--- src/rtl/cpu_pkg.sv ---
// Shared definitions for the 16-bit CPU pipeline: opcode encoding, instruction
// field positions, the control-bit bundle and immediate sign-extension helpers.
// Used by fetch, decode and execute.
package cpu_pkg;

  localparam int NUM_REGS = 16;
  localparam int DATA_W   = 16;
  localparam int PC_W     = 16;
  localparam int INSTR_W  = 16;
  localparam int REG_AW   = 4;
  localparam int IMM_W    = 16;

  // Instruction field bit positions
  localparam int OP_MSB  = 15;
  localparam int OP_LSB  = 12;
  localparam int RD_MSB  = 11;
  localparam int RD_LSB  = 8;
  localparam int RS1_MSB = 7;
  localparam int RS1_LSB = 4;
  localparam int RS2_MSB = 3;
  localparam int RS2_LSB = 0;

  // Encoding 0xE is unassigned and decodes as NOP.
  typedef enum logic [3:0] {
    OP_NOP  = 4'h0,
    OP_ADD  = 4'h1,
    OP_SUB  = 4'h2,
    OP_AND  = 4'h3,
    OP_OR   = 4'h4,
    OP_XOR  = 4'h5,
    OP_SHL  = 4'h6,
    OP_SHR  = 4'h7,
    OP_ADDI = 4'h8,
    OP_LDI  = 4'h9,
    OP_LD   = 4'hA,
    OP_ST   = 4'hB,
    OP_BEQZ = 4'hC,
    OP_JMP  = 4'hD,
    OP_HALT = 4'hF
  } opcode_e;

  typedef struct packed {
    logic reg_write;
    logic mem_read;
    logic mem_write;
    logic branch;
  } ctrl_t;

  function automatic logic [IMM_W-1:0] sext4(input logic [3:0] v);
    return {{(IMM_W-4){v[3]}}, v};
  endfunction

  function automatic logic [IMM_W-1:0] sext8(input logic [7:0] v);
    return {{(IMM_W-8){v[7]}}, v};
  endfunction

  function automatic logic [IMM_W-1:0] sext12(input logic [11:0] v);
    return {{(IMM_W-12){v[11]}}, v};
  endfunction

endpackage

--- src/rtl/decode_regfile.sv ---
// Decode-stage register file: two asynchronous read ports, one synchronous
// write port, synchronous active-high reset. r0 is hard-wired to zero.
// Build option WB_BYPASS_EN: a read of the register being written in the same
// cycle returns the incoming write data instead of the old contents.
module decode_regfile
  import cpu_pkg::*;
#(
  parameter int NUM_REGS = cpu_pkg::NUM_REGS,
  parameter int DATA_W   = cpu_pkg::DATA_W
) (
  input  logic              clk,
  input  logic              reset,
  input  logic [3:0]        rd_addr_a,
  output logic [DATA_W-1:0] rd_data_a,
  input  logic [3:0]        rd_addr_b,
  output logic [DATA_W-1:0] rd_data_b,
  input  logic              wr_en,
  input  logic [3:0]        wr_addr,
  input  logic [DATA_W-1:0] wr_data
);

  logic [DATA_W-1:0] regs [NUM_REGS];
  logic              wr_live;
  logic              bypass_a;
  logic              bypass_b;

  assign wr_live = wr_en && (wr_addr != 4'd0);

`ifdef WB_BYPASS_EN
  assign bypass_a = wr_live && (wr_addr == rd_addr_a);
  assign bypass_b = wr_live && (wr_addr == rd_addr_b);
`else
  assign bypass_a = 1'b0;
  assign bypass_b = 1'b0;
`endif

  // Storage update: reset clears every entry, otherwise write one non-zero register.
  // NOTE: the array is reset because architectural state must read 0 after reset;
  // a plain RAM that skips reset would leave X/garbage visible to software.
  always_ff @(posedge clk) begin
    if (reset) begin
      for (int i = 0; i < NUM_REGS; i++) begin
        // NOTE: non-blocking assignment so every flop samples pre-edge values.
        regs[i] <= '0;
      end
    end else if (wr_live) begin
      regs[wr_addr] <= wr_data;
    end
  end

  // Read ports: r0 forced to zero, optional same-cycle writeback bypass.
  always_comb begin
    // NOTE: defaults first so no path leaves an output unassigned (no latch).
    rd_data_a = '0;
    rd_data_b = '0;
    if (rd_addr_a != 4'd0) rd_data_a = bypass_a ? wr_data : regs[rd_addr_a];
    if (rd_addr_b != 4'd0) rd_data_b = bypass_b ? wr_data : regs[rd_addr_b];
  end

endmodule

--- src/rtl/decode_stage.sv ---
// Instruction-decode stage: splits the fetched word into fields, reads the
// register file, sign-extends immediates, builds control bits and registers the
// result into the ID/EX pipeline register. Detects load-use hazards (stall to
// fetch) and loads bubbles on flush / stall / no valid instruction.
// Build option WB_BYPASS_EN (passed to decode_regfile): same-cycle writeback bypass.
module decode_stage
  import cpu_pkg::*;
#(
  parameter int NUM_REGS = cpu_pkg::NUM_REGS,
  parameter int DATA_W   = cpu_pkg::DATA_W,
  parameter int PC_W     = cpu_pkg::PC_W
) (
  input  logic              clk,
  input  logic              reset,
  input  logic              if_valid,
  input  logic [15:0]       instruction,
  input  logic [PC_W-1:0]   new_pc,
  input  logic              flush,
  input  logic              wb_en,
  input  logic [3:0]        wb_addr,
  input  logic [DATA_W-1:0] wb_data,
  output logic              stall,
  output logic              id_valid,
  output logic [3:0]        id_opcode,
  output logic [3:0]        id_rd,
  output logic [3:0]        id_rs1,
  output logic [3:0]        id_rs2,
  output logic [DATA_W-1:0] id_rs1_data,
  output logic [DATA_W-1:0] id_rs2_data,
  output logic [15:0]       id_imm,
  output logic [PC_W-1:0]   id_pc,
  output logic              id_reg_write,
  output logic              id_mem_read,
  output logic              id_mem_write,
  output logic              id_branch
);

  typedef struct packed {
    logic              valid;
    logic [3:0]        opcode;
    logic [3:0]        rd;
    logic [3:0]        rs1;
    logic [3:0]        rs2;
    logic [DATA_W-1:0] rs1_data;
    logic [DATA_W-1:0] rs2_data;
    logic [15:0]       imm;
    logic [PC_W-1:0]   pc;
    ctrl_t             ctrl;
  } idex_t;

  logic [3:0]        f_op;
  logic [3:0]        f_rd;
  logic [3:0]        f_rs1;
  logic [3:0]        f_rs2;

  opcode_e           dec_op;
  logic [3:0]        dec_rd;
  logic [3:0]        dec_rs1;
  logic [3:0]        dec_rs2;
  logic [15:0]       dec_imm;
  ctrl_t             dec_ctrl;

  logic [DATA_W-1:0] rs1_data;
  logic [DATA_W-1:0] rs2_data;

  logic              load_use;
  logic              load_en;
  idex_t             idex;

  assign f_op  = instruction[OP_MSB:OP_LSB];
  assign f_rd  = instruction[RD_MSB:RD_LSB];
  assign f_rs1 = instruction[RS1_MSB:RS1_LSB];
  assign f_rs2 = instruction[RS2_MSB:RS2_LSB];

  // Field decode. Register indices an opcode does not use stay 0, so they read
  // r0 and can never match a non-zero load destination in the hazard check.
  always_comb begin
    dec_op   = OP_NOP;
    dec_rd   = 4'd0;
    dec_rs1  = 4'd0;
    dec_rs2  = 4'd0;
    dec_imm  = '0;
    dec_ctrl = '0;
    case (f_op)
      OP_ADD, OP_SUB, OP_AND, OP_OR, OP_XOR, OP_SHL, OP_SHR: begin
        dec_op             = opcode_e'(f_op);
        dec_rd             = f_rd;
        dec_rs1            = f_rs1;
        dec_rs2            = f_rs2;
        dec_ctrl.reg_write = 1'b1;
      end
      OP_ADDI, OP_LDI: begin
        dec_op             = opcode_e'(f_op);
        dec_rd             = f_rd;
        dec_rs1            = f_rd;
        dec_imm            = sext8(instruction[7:0]);
        dec_ctrl.reg_write = 1'b1;
      end
      OP_LD: begin
        dec_op             = OP_LD;
        dec_rd             = f_rd;
        dec_rs1            = f_rs1;
        dec_imm            = sext4(instruction[3:0]);
        dec_ctrl.reg_write = 1'b1;
        dec_ctrl.mem_read  = 1'b1;
      end
      OP_ST: begin
        dec_op             = OP_ST;
        dec_rs2            = f_rd;
        dec_rs1            = f_rs1;
        dec_imm            = sext4(instruction[3:0]);
        dec_ctrl.mem_write = 1'b1;
      end
      OP_BEQZ: begin
        dec_op             = OP_BEQZ;
        dec_rs1            = f_rd;
        dec_imm            = sext8(instruction[7:0]);
        dec_ctrl.branch    = 1'b1;
      end
      OP_JMP: begin
        dec_op             = OP_JMP;
        dec_imm            = sext12(instruction[11:0]);
        dec_ctrl.branch    = 1'b1;
      end
      OP_HALT: begin
        dec_op             = OP_HALT;
      end
      default: begin
        dec_op             = OP_NOP;
      end
    endcase
  end

  decode_regfile #(
    .NUM_REGS (NUM_REGS),
    .DATA_W   (DATA_W)
  ) u_regfile (
    .clk       (clk),
    .reset     (reset),
    .rd_addr_a (dec_rs1),
    .rd_data_a (rs1_data),
    .rd_addr_b (dec_rs2),
    .rd_data_b (rs2_data),
    .wr_en     (wb_en),
    .wr_addr   (wb_addr),
    .wr_data   (wb_data)
  );

  // Load-use hazard: a load in ID/EX whose destination feeds a source of the
  // instruction now in decode. Flush and reset both suppress the stall.
  assign load_use = if_valid && idex.valid && idex.ctrl.mem_read &&
                    (idex.rd != 4'd0) &&
                    ((dec_rs1 == idex.rd) || (dec_rs2 == idex.rd));
  assign stall    = load_use && !flush && !reset;
  assign load_en  = if_valid && !flush && !load_use;

  // ID/EX pipeline register: reset clears, flush/stall/no-instruction load a bubble.
  always_ff @(posedge clk) begin
    if (reset) begin
      idex <= '0;
    end else if (load_en) begin
      idex.valid    <= 1'b1;
      idex.opcode   <= dec_op;
      idex.rd       <= dec_rd;
      idex.rs1      <= dec_rs1;
      idex.rs2      <= dec_rs2;
      idex.rs1_data <= rs1_data;
      idex.rs2_data <= rs2_data;
      idex.imm      <= dec_imm;
      idex.pc       <= new_pc;
      idex.ctrl     <= dec_ctrl;
    end else begin
      idex <= '0;
    end
  end

  assign id_valid     = idex.valid;
  assign id_opcode    = idex.opcode;
  assign id_rd        = idex.rd;
  assign id_rs1       = idex.rs1;
  assign id_rs2       = idex.rs2;
  assign id_rs1_data  = idex.rs1_data;
  assign id_rs2_data  = idex.rs2_data;
  assign id_imm       = idex.imm;
  assign id_pc        = idex.pc;
  assign id_reg_write = idex.ctrl.reg_write;
  assign id_mem_read  = idex.ctrl.mem_read;
  assign id_mem_write = idex.ctrl.mem_write;
  assign id_branch    = idex.ctrl.branch;

endmodule

--- config.mk ---
export PLATFORM = sky130hd
export DESIGN_NAME = decode_stage
export DESIGN_NICKNAME = d
export VERILOG_FILES = /design/src/rtl/cpu_pkg.sv /design/src/rtl/decode_regfile.sv /design/src/rtl/decode_stage.sv
export SDC_FILE = /design/constraint.sdc
export NUM_CORES = 1
export LEC_CHECK = 0
export BUFFER_PORTS_ARGS = -buffer_cell sky130_fd_sc_hd__buf_2
export CORE_ASPECT_RATIO = 1.25
export CORE_UTILIZATION = 55
export DETAILED_ROUTE_END_ITERATION = 16
export PLACE_DENSITY = 0.74
export SETUP_SLACK_MARGIN = 0.5
export SYNTH_ARGS = -nofsm -noshare
export SYNTH_HDL_FRONTEND = slang
export SYNTH_SLANG_ARGS = --single-unit
--- constraint.sdc ---
create_clock -name clk -period 5.8 [get_ports clk]
set_input_delay 0.29 -clock clk [delete_from_list [all_inputs] [get_ports clk]]
set_output_delay 0.29 -clock clk [all_outputs]
set_load 0.02 [all_outputs]
* Word-level counts from Yosys, hierarchy flattened
Memory sizes are Yosys's and may differ from the RTL's.
Cells that the tools add are included.
** Storage, ports and cells
- Register bits after elaboration :: 85
- RAM bits :: 256
- Bits of input ports :: 57
- Output and inout port bits :: 86
- Logic and storage cells :: 83
- Memories kept :: 1
** Memory list
- u_regfile.regs :: depth 16, bits a word 16, read ports 2, clocked after Yosys merged registers in 0, wr ports 16, RTL line decode_regfile.sv:22 : logic [DATA_W-1:0] regs [NUM_REGS];
** Cells by class
- Equal/unequal tests :: 16
- Mux-type cells :: 20
- Bitwise gates (word level) :: 4
- Reduce and logical (&&, ||, !) cells :: 29
** Operator list (number)
- $mux W85 :: 1
- $mux W16 :: 3
- $pmux W16 S3 :: 1
- $eq A4 B4 Y1 const B :: 7
- $pmux W4 S6 :: 1
- $reduce_or A9 Y1 :: 2
- $eq A4 B3 Y1 const B :: 4
- $pmux W4 S2 :: 2
- $reduce_bool A4 Y1 :: 4
- $reduce_or A16 Y1 :: 1
- $reduce_or A3 Y1 :: 4
- $mux W1 :: 10
- $reduce_or A10 Y1 :: 1
- $logic_and A1 B1 Y1 :: 9
- $eq A4 B2 Y1 const B :: 2
- $eq A4 B4 Y1 :: 2
- $mux W4 :: 2
- $reduce_or A7 Y1 :: 1
- $reduce_or A2 Y1 :: 3
- $eq A4 B1 Y1 const B :: 1
- $not A1 Y1 :: 4
- $logic_not A1 Y1 :: 3
- $logic_or A1 B1 Y1 :: 1

* Logic depth before layout (Yosys ltp)
Gate-level depths: netlist of run 1.
- Word-level depth :: 10
- Depth in mapped cells :: 11
- Depth with buffers taken out :: 8

* Hierarchy
A second synthesis of run 1 with hierarchy kept.
** Second synthesis, totals
- Cell total of the unflattened synthesis :: 1190
- Area total of the unflattened synthesis :: 15889.0 um^2
** By module, submodules not included
- decode_regfile :: times used 1, cells an instance 932, area each 13113.8 um^2, seq. area each 7236.9 um^2
- decode_stage :: times used 1, cells an instance 258, area each 2775.2 um^2, seq. area each 1621.6 um^2

* Worst setup path before layout of run 1
No wires, ideal clock.
- Path kind :: input to output
- Start point :: input instruction[12]
- End point :: output stall
- Data arrival time :: 2.107 ns
- Required time :: 5.510 ns
- Path slack :: 3.403 ns
- Stages on the path :: 7
- Path buffers :: 1
- Cell sequence :: buf_2 o21ba_2 o21ai_2 a21oi_1 nor4b_2 a32oi_2 nor4_1
** On the way
- Cells in the longest elaborated chain, start to end :: 8
- Elaborated cells between the ends (all ways) :: 23
- Those cells by class :: eq/ne (14); mux (2); reduce/logical (7)
** Ends and longest elaborated chain
- from (decl) :: RTL line decode_stage.sv:16 : input logic [15:0] instruction,
- $eq A4 B4 Y1 (tied with other cells) :: RTL line decode_stage.sv:84 : case (f_op)
- $reduce_or A9 Y1 (no line) (tied with other cells)
- $pmux W4 S2 :: RTL line decode_stage.sv:84
- $eq A4 B4 Y1 :: RTL line decode_stage.sv:153 : ((dec_rs1 == idex.rd) || (dec_rs2 == idex.rd));
- $logic_or A1 B1 Y1 (*) :: RTL line decode_stage.sv:153
- $logic_and A1 B1 Y1 (*) :: RTL line decode_stage.sv:152 : (idex.rd != 4'd0) &&
- $logic_and A1 B1 Y1 (*) (2 in series) :: RTL line decode_stage.sv:154 : assign stall = load_use && !flush && !reset;
- to (decl) :: RTL line decode_stage.sv:22 : output logic stall,
Every way passes the cells marked *; elsewhere a longest branch is shown, timed or not.

* Final worst setup path of run 1
- Start point :: input instruction[15]
- End point :: register idex, in the netlist id_rs1_data[4]
** On the way
- Cells in the longest elaborated chain, start to end :: 10
- Elaborated cells between the ends (all ways) :: 28
- Those cells by class :: eq/ne (14); mux (2); bitwise (2); reduce/logical (9); memory (1)
** Ends and longest elaborated chain
- $eq A4 B4 Y1 (tied with other cells) :: RTL line decode_stage.sv:84
- $reduce_or A9 Y1 (no line) (tied with other cells)
- $pmux W4 S2 :: RTL line decode_stage.sv:84
- $eq A4 B4 Y1 :: RTL line decode_stage.sv:153
- $logic_or A1 B1 Y1 :: RTL line decode_stage.sv:153
- $logic_and A1 B1 Y1 :: RTL line decode_stage.sv:152
- $logic_not A1 Y1 :: RTL line decode_stage.sv:155 : assign load_en = if_valid && !flush && !load_use;
- $logic_and A1 B1 Y1 :: RTL line decode_stage.sv:155
- $not A1 Y1 (no line)
- $reduce_or A3 Y1 (no line)
- to (decl) :: RTL line decode_stage.sv:68 : idex_t idex;
Parallel ways exist; a longest one is shown, timed or not.
A chain may end at the register's enable or synchronous reset.

==> results of run 1 <==
==> timing repair <==
action / in CTS / in global routing
hold buffers: 16 / 0
gates resized for setup: 0 / 0
hold endpoints to repair: 16 / 0
==> registers in the layout (all words and copies together), names as in the netlist <==
register / cells
u_regfile.regs: 256
id_imm: 12
id_opcode: 4
id_rs1: 4
id_branch: 1
id_reg_write: 1
id_pc: 16
id_rs1_data: 16
id_mem_read: 1
id_rs2_data: 16
id_mem_write: 1
id_valid: 1
id_rd: 4
id_rs2: 4
==> final cells by class <==
type	count	area [um2]
Fill cell	2383	11100
Inverter	5	18.8
Sequential cell	337	9310
Clock buffer	50	1020
Clock inverter	12	83.8
Antenna cell	4	10.0
Timing Repair Buffer	194	1150
Multi-Input combinational cell	1104	7160
Tap cell	401	502
==> placed cells by master (no fill, tap or decap), types with 3 or more instances in the layout <==
master | Yosys | final
dfxtp_1 | 81 | 81
o21ai_0 | 61 | 61
inv_1 | 3 | 3
nor3_1 | 22 | 18
nor2_1 | 31 | 31
nor2b_1 | 6 | 6
clkbuf_8 | 0 | 5
a21oi_1 | 76 | 76
and4b_1 | 5 | 5
o22ai_1 | 32 | 32
nor4_1 | 19 | 19
dlygate4sd3_1 | 0 | 16
o21ai_1 | 11 | 10
nand4_1 | 16 | 16
a211oi_1 | 197 | 197
clkbuf_1 | 120 | 8
edfxtp_1 | 256 | 256
clkinv_1 | 1 | 5
nand2b_1 | 8 | 8
or2_2 | 15 | 15
clkbuf_16 | 0 | 37
and3_1 | 199 | 199
diode_2 | 0 | 4
conb_1 | 1 | 16
buf_2 | 20 | 142
clkinv_2 | 0 | 6
and2_1 | 263 | 260
buf_4 | 13 | 35
nor3_2 | 1 | 4
nand3_1 | 14 | 13
nand2_1 | 25 | 22
o21ai_4 | 1 | 3
mux2i_1 | 64 | 64
==> power breakdown <==
| part | internal (mW) | switching [mW] |
|---|---|---|
| Clock | 1.27 | 0.932 |
| Sequential | 2.72 | 0.0734 |
| Combinational | 0.275 | 0.564 |
==> through the flow <==
stage	instances	power, mW
6_report	2107	5.84
5_1_grt	2107	5.98
4_1_cts	2103	5.81
3_5_place_dp	2025	3.64
3_3_place_gp	2025	3.62
2_1_floorplan	1607	3.35
==> kinds of logic (layout without fill, tap and decap cells) <==
kind of cell | count (synthesis) | in the layout | synth area share, %
AO/OA/AOI/OAI | 387 | 387 | 14.8
flip-flops | 337 | 337 | 54.4
buffers and inverters | 166 | 261 | 4.43
other | 1 | 20 | 0.0219
XOR/XNOR | 2 | 2 | 0.102
multiplexers | 64 | 64 | 3.75
AND/OR/NAND/NOR | 635 | 635 | 22.5
==> worst max path at each step <==
stage,end,slack [ps],cells after the start,start
final,id_rs1_data[4],2470,9,instruction[15]
after floorplan,stall,3400,7,instruction[12]
after global placement,id_rs2_data[15],2170,9,instruction[13]
after global routing,id_rs2_data[13],2380,9,instruction[13]
after CTS,id_rs2_data[13],2700,9,instruction[13]
after detailed placement,id_rs1_data[4],2160,9,instruction[15]
==> per-layer routing <==
| metal | vias to the layer above | part of all wire, % | track usage (%) |
|---|---|---|---|
| met3 | 206 | 12 | 6.64 |
| met1 | 6774 | 36 | 43.8 |
| met4 | 0 | 5.0 | 17.4 |
| met5 | - | 0 | 0 |
| met2 | 1106 | 48 | 59.6 |
| li1 | 6116 | - | - |
==> worst max-delay path, cell delays in order <==
cell and delay [ps]:
buf_2 280, nor2b_4 260, nand3_2 630, nand2_2 950, buf_4 530, a211oi_1 140, a21oi_1 170, o22ai_1 110
nor4_1 320
==> reports/metrics.yaml, run 1 <==
gr-usage-all-layers_pct: 35.3
rsz0062_at_grt: "false"
p_leak_nw: 7.68
synth_ff_type: "edfxtp_1"
hold_class: "in -> reg"
die_h_um: 199
avgViaCountPerCell: 6.74
drive_above_1_share_pct: 15.7
postRouteAntennaNets: 0
synth_top_area_share_pct: 45.0
clk_latency_ps: 530
areaGrowthSynthToFinish_pct: 12.7
syn_inst: 1592
yosysMostFrequentCell: "and2_1"
fin_area_um2: 19300
synth.top_cells.by_area: "edfxtp_1 (45%), and2_1 (9.6%), dfxtp_1 (9.5%), a211oi_1 (8.6%), and3_1 (7.3%)"
synth.ff_latch_count: 337
antenna_found_initial: 5
whs_endpoint: "id_imm[1]"
min_period_over_period_pct: 57.4
drt_iter0_drc: 2067
hold_depth: 3
vias: 14202
synthTopCellsByCount: "and2_1 (263), edfxtp_1 (256), and3_1 (199)"
reg2regPathDepth: 6
setup_viol: 0
outcome: "complete, no violations"
clock.fmax_mhz: 300
place.port_buffers: 142
ys.warnings.count: 0
clock_sinks: 337
hp-start: "instruction[1]"
drc_errors: 0
dp_hpwl_um: 34800
grt_pass1_vias: 13515
end_kind: "flip-flop"
synth_seq_area_share_pct: 54.4
grt-ovfl-total: 0
final_nets: 1733
cts_tree: "done"
whs_ps: 38.9
worst_pin_slew_ps: 1300
synth_area_um2: 17100
start_util_pct: 56.3
drt_wl_total_um: 56700
path_class: "in -> reg"
cts_made_buffers: 34
worst_r2r_endpoint: "id_rs2_data[13]"
pre_cts_slack_ps: 2160
routabilityCongestion: 0.950
clockBufferDepth: 3
cap_violations: 0
setup_tns_ps: 0
period_minus_slack_ps: 3330
ios: 143
place_area_um2: 18000
post-cts-setup-buffers: 0
dieWidth_um: 160
die_area_um2: 31800
rows: 71
grt_start_max_net_pins: 132
critPathLaunchType: "primary input"
core_area_um2: 30400
yosysTopAreaCell: "edfxtp_1"
final_util_pct: 63.4
irDropWorstVdd_uv: 190
skew_ps: 11.2
yosysUniqueCellTypes: 47
h-tree-depth: 2
max-slew-margin-rel_pct: 13.1
cts_root_buffer: "clkbuf_16"
cp.arrival_ps: 3740
wl_per_cell_um: 26.9
synth_edf_count: 256
dr.pass1.iters: 7
r2r_slack_ps: 3470
critPathMaxFanout: 34
hold_viol_final: 0
clkTransAtPathRegs_ps: 60
async_flop_share_pct: 0
p_per_area_nw_per_um2: 303
avgSynthCellArea_um2: 10.7
setup_slack_ps: 2470
rr_startpoint: "id_rd[3]"
crit_required_ps: 6220
drv_slew: 0
grt_pass1_wl_um: 83600
Note: power is estimated with default switching activity, not from simulation.
==> run 2, diff against run 1 <==
- clock period: 5.8 -> 3.4 ns (I/O delays scaled with it)
==> run 2 against run 1 <==
Effect of this change: sequential cell count did not move; setup slack got worse by 1800 ps; design area rose by 1.9%; via count fell by 0.47%; count of clock-buffer cells in the layout fell by 6; sequential share of layout area fell by 0.90 points; clock skew rose by 3.8 ps; non-clock buffer count rose by 37.
==> reports/metrics.yaml, run 2 (synthesis results as in run 1) <==
outcome: "complete, no violations"
die_h_um: 199  # unchanged
wl_per_cell_um: 26.4  # -1.9%
dp_hpwl_um: 37100  # +6.4%
final_nets: 1770  # +2.1%
fin_area_um2: 19600  # +1.9%
place.port_buffers: 142  # unchanged
max-slew-margin-rel_pct: 19.3  # +6.2 points
drc_errors: 0  # unchanged
grt_pass1_vias: 13526  # +0.081%
routabilityCongestion: 0.968  # +1.9%
critPathLaunchType: "primary input"
cts_made_buffers: 34  # unchanged
endpoint: "id_rs2_data[9]"
instances_no_fill: 2144  # +1.8%
final_common_cell: "and2_1"
p_per_area_nw_per_um2: 510  # +68%
min_period_over_period_pct: 81.3
clock_sinks: 337  # unchanged
crit_required_ps: 3850  # -2370 ps
cp-startpoint: "instruction[10]"
grt_pass1_wl_um: 83600  # about the same
setup_tns_ps: 0  # unchanged
drt_wl_total_um: 56600  # -0.17%
worst_pin_slew_ps: 1210  # -97.5 ps
h-tree-depth: 2  # unchanged
core_area_um2: 30400  # unchanged
cap_violations: 0  # unchanged
rsz0062_at_grt: "false"
cts_root_buffer: "clkbuf_16"
ios: 143  # unchanged
dr.pass1.iters: 6  # -1
grt_start_max_net_pins: 91  # -31%
avgViaCountPerCell: 6.59  # -2.2%
clkTransAtPathRegs_ps: 60  # about the same
irDropWorstVdd_uv: 362  # +91%
r2r_slack_ps: 1370  # -2100 ps
antenna_found_initial: 6  # +1
cts_tree: "done"
setup_viol: 0  # unchanged
layout_common_cells: "and2_1 (260), edfxtp_1 (256), and3_1 (199)"
hold_viol_final: 0  # unchanged
regMostFlops: "u_regfile.regs"
clock.fmax_mhz: 362
end_kind: "flip-flop"
skew_ps: 15.0  # +3.77 ps
areaGrowthSynthToFinish_pct: 14.8
clk_latency_ps: 540  # about the same
critPathMaxFanout: 14  # -59%
clockBufferDepth: 3  # unchanged
vias: 14135  # -0.47%
largest_reg_flops: 256  # unchanged
worst_r2r_endpoint: "id_rs1_data[11]"
rows: 71  # unchanged
grt-ovfl-total: 0  # unchanged
place_area_um2: 18200  # +1.4%
start_util_pct: 56.3  # unchanged
numPlacedInstances: 2051  # +1.3%
drive_above_1_share_pct: 17.2  # +1.4 points
gr-usage-all-layers_pct: 35.4  # +0.098 points
dieWidth_um: 160  # unchanged
rr_startpoint: "id_rd[3]"
cp.arrival_ps: 3210  # -530 ps
drv_slew: 0  # unchanged
period_minus_slack_ps: 2760
path_class: "in -> reg"
hold_class: "in -> reg"
postRouteAntennaNets: 0  # unchanged
drt_iter0_drc: 1971  # -4.6%
die_area_um2: 31800  # unchanged
reg2regPathDepth: 6  # unchanged
cts_resized: 0  # unchanged
p_leak_nw: 7.87  # +2.5%
==> run 2: cell count changes in the layout (fill, tap and decap cells not counted), sizes merged <==
cell,delta
clkbuf,-6
clkinvlp,+3
buf,+26
dlygate4sd3,+11
clkinv,+2
inv,+1
==> run 2: how the worst min path moves through the flow <==
stage	cells past startpoint	end	start	slack, ps
2_1_floorplan	1	id_pc[0]	new_pc[0]	290
3_3_place_gp	2	id_pc[8]	new_pc[8]	370
3_5_place_dp	2	id_pc[5]	new_pc[5]	370
4_1_cts	3	id_imm[0]	instruction[0]	6
5_1_grt	3	id_imm[0]	instruction[0]	6
6_report	3	id_imm[0]	instruction[0]	5
==> run 2: worst max-delay path: stages <==
cell and delay, ps:
dlygate4sd3_1 550, buf_2 150, and4b_1 180, o21ai_1 300, and2_1 620, buf_4 340
a211oi_1 60, o21ai_0 490, nand4_1 150, nor3_1 200
==> run 2: per-stage QoR <==
step           worst slack (ps)  util, %  hold WS [ps]  total power [mW]
2_1_floorplan              1240        -           292              5.72
3_3_place_gp                675     60.0           374              6.25
3_5_place_dp                598     60.0           374              6.27
4_1_cts                     660     64.6          6.15              9.98
5_1_grt                     561     64.6          5.80              10.3
6_report                    635     64.6          5.28              10.0
==> run 2: layout make-up <==
cell class,count,area (um2)
Timing Repair Buffer,231,1520
Clock inverter,18,119
Multi-Input combinational cell,1104,7160
Clock buffer,44,993
Fill cell,2401,10800
Inverter,5,18.8
Sequential cell,337,9310
Antenna cell,4,10.0
Tap cell,401,502
==> run 2: repair_timing <==
action,in CTS,in global routing
endpoints found under the hold margin,31,0
buffers inserted,0,0
hold buffers,27,0
==> run 2: where the power goes <==
part | internal [mW] | switching, mW
clock network | 2.15 | 1.61
logic | 0.516 | 0.982
registers | 4.64 | 0.123
total | 7.31 | 2.71
==> run 2: metal layers <==
metal	up-vias	part of all wire, %	track usage [%]
li1	6176	-	-
met1	6758	37	43.7
met2	977	47	57.5
met3	222	10	7.60
met4	2	6.0	21.2
met5	-	0.025	0
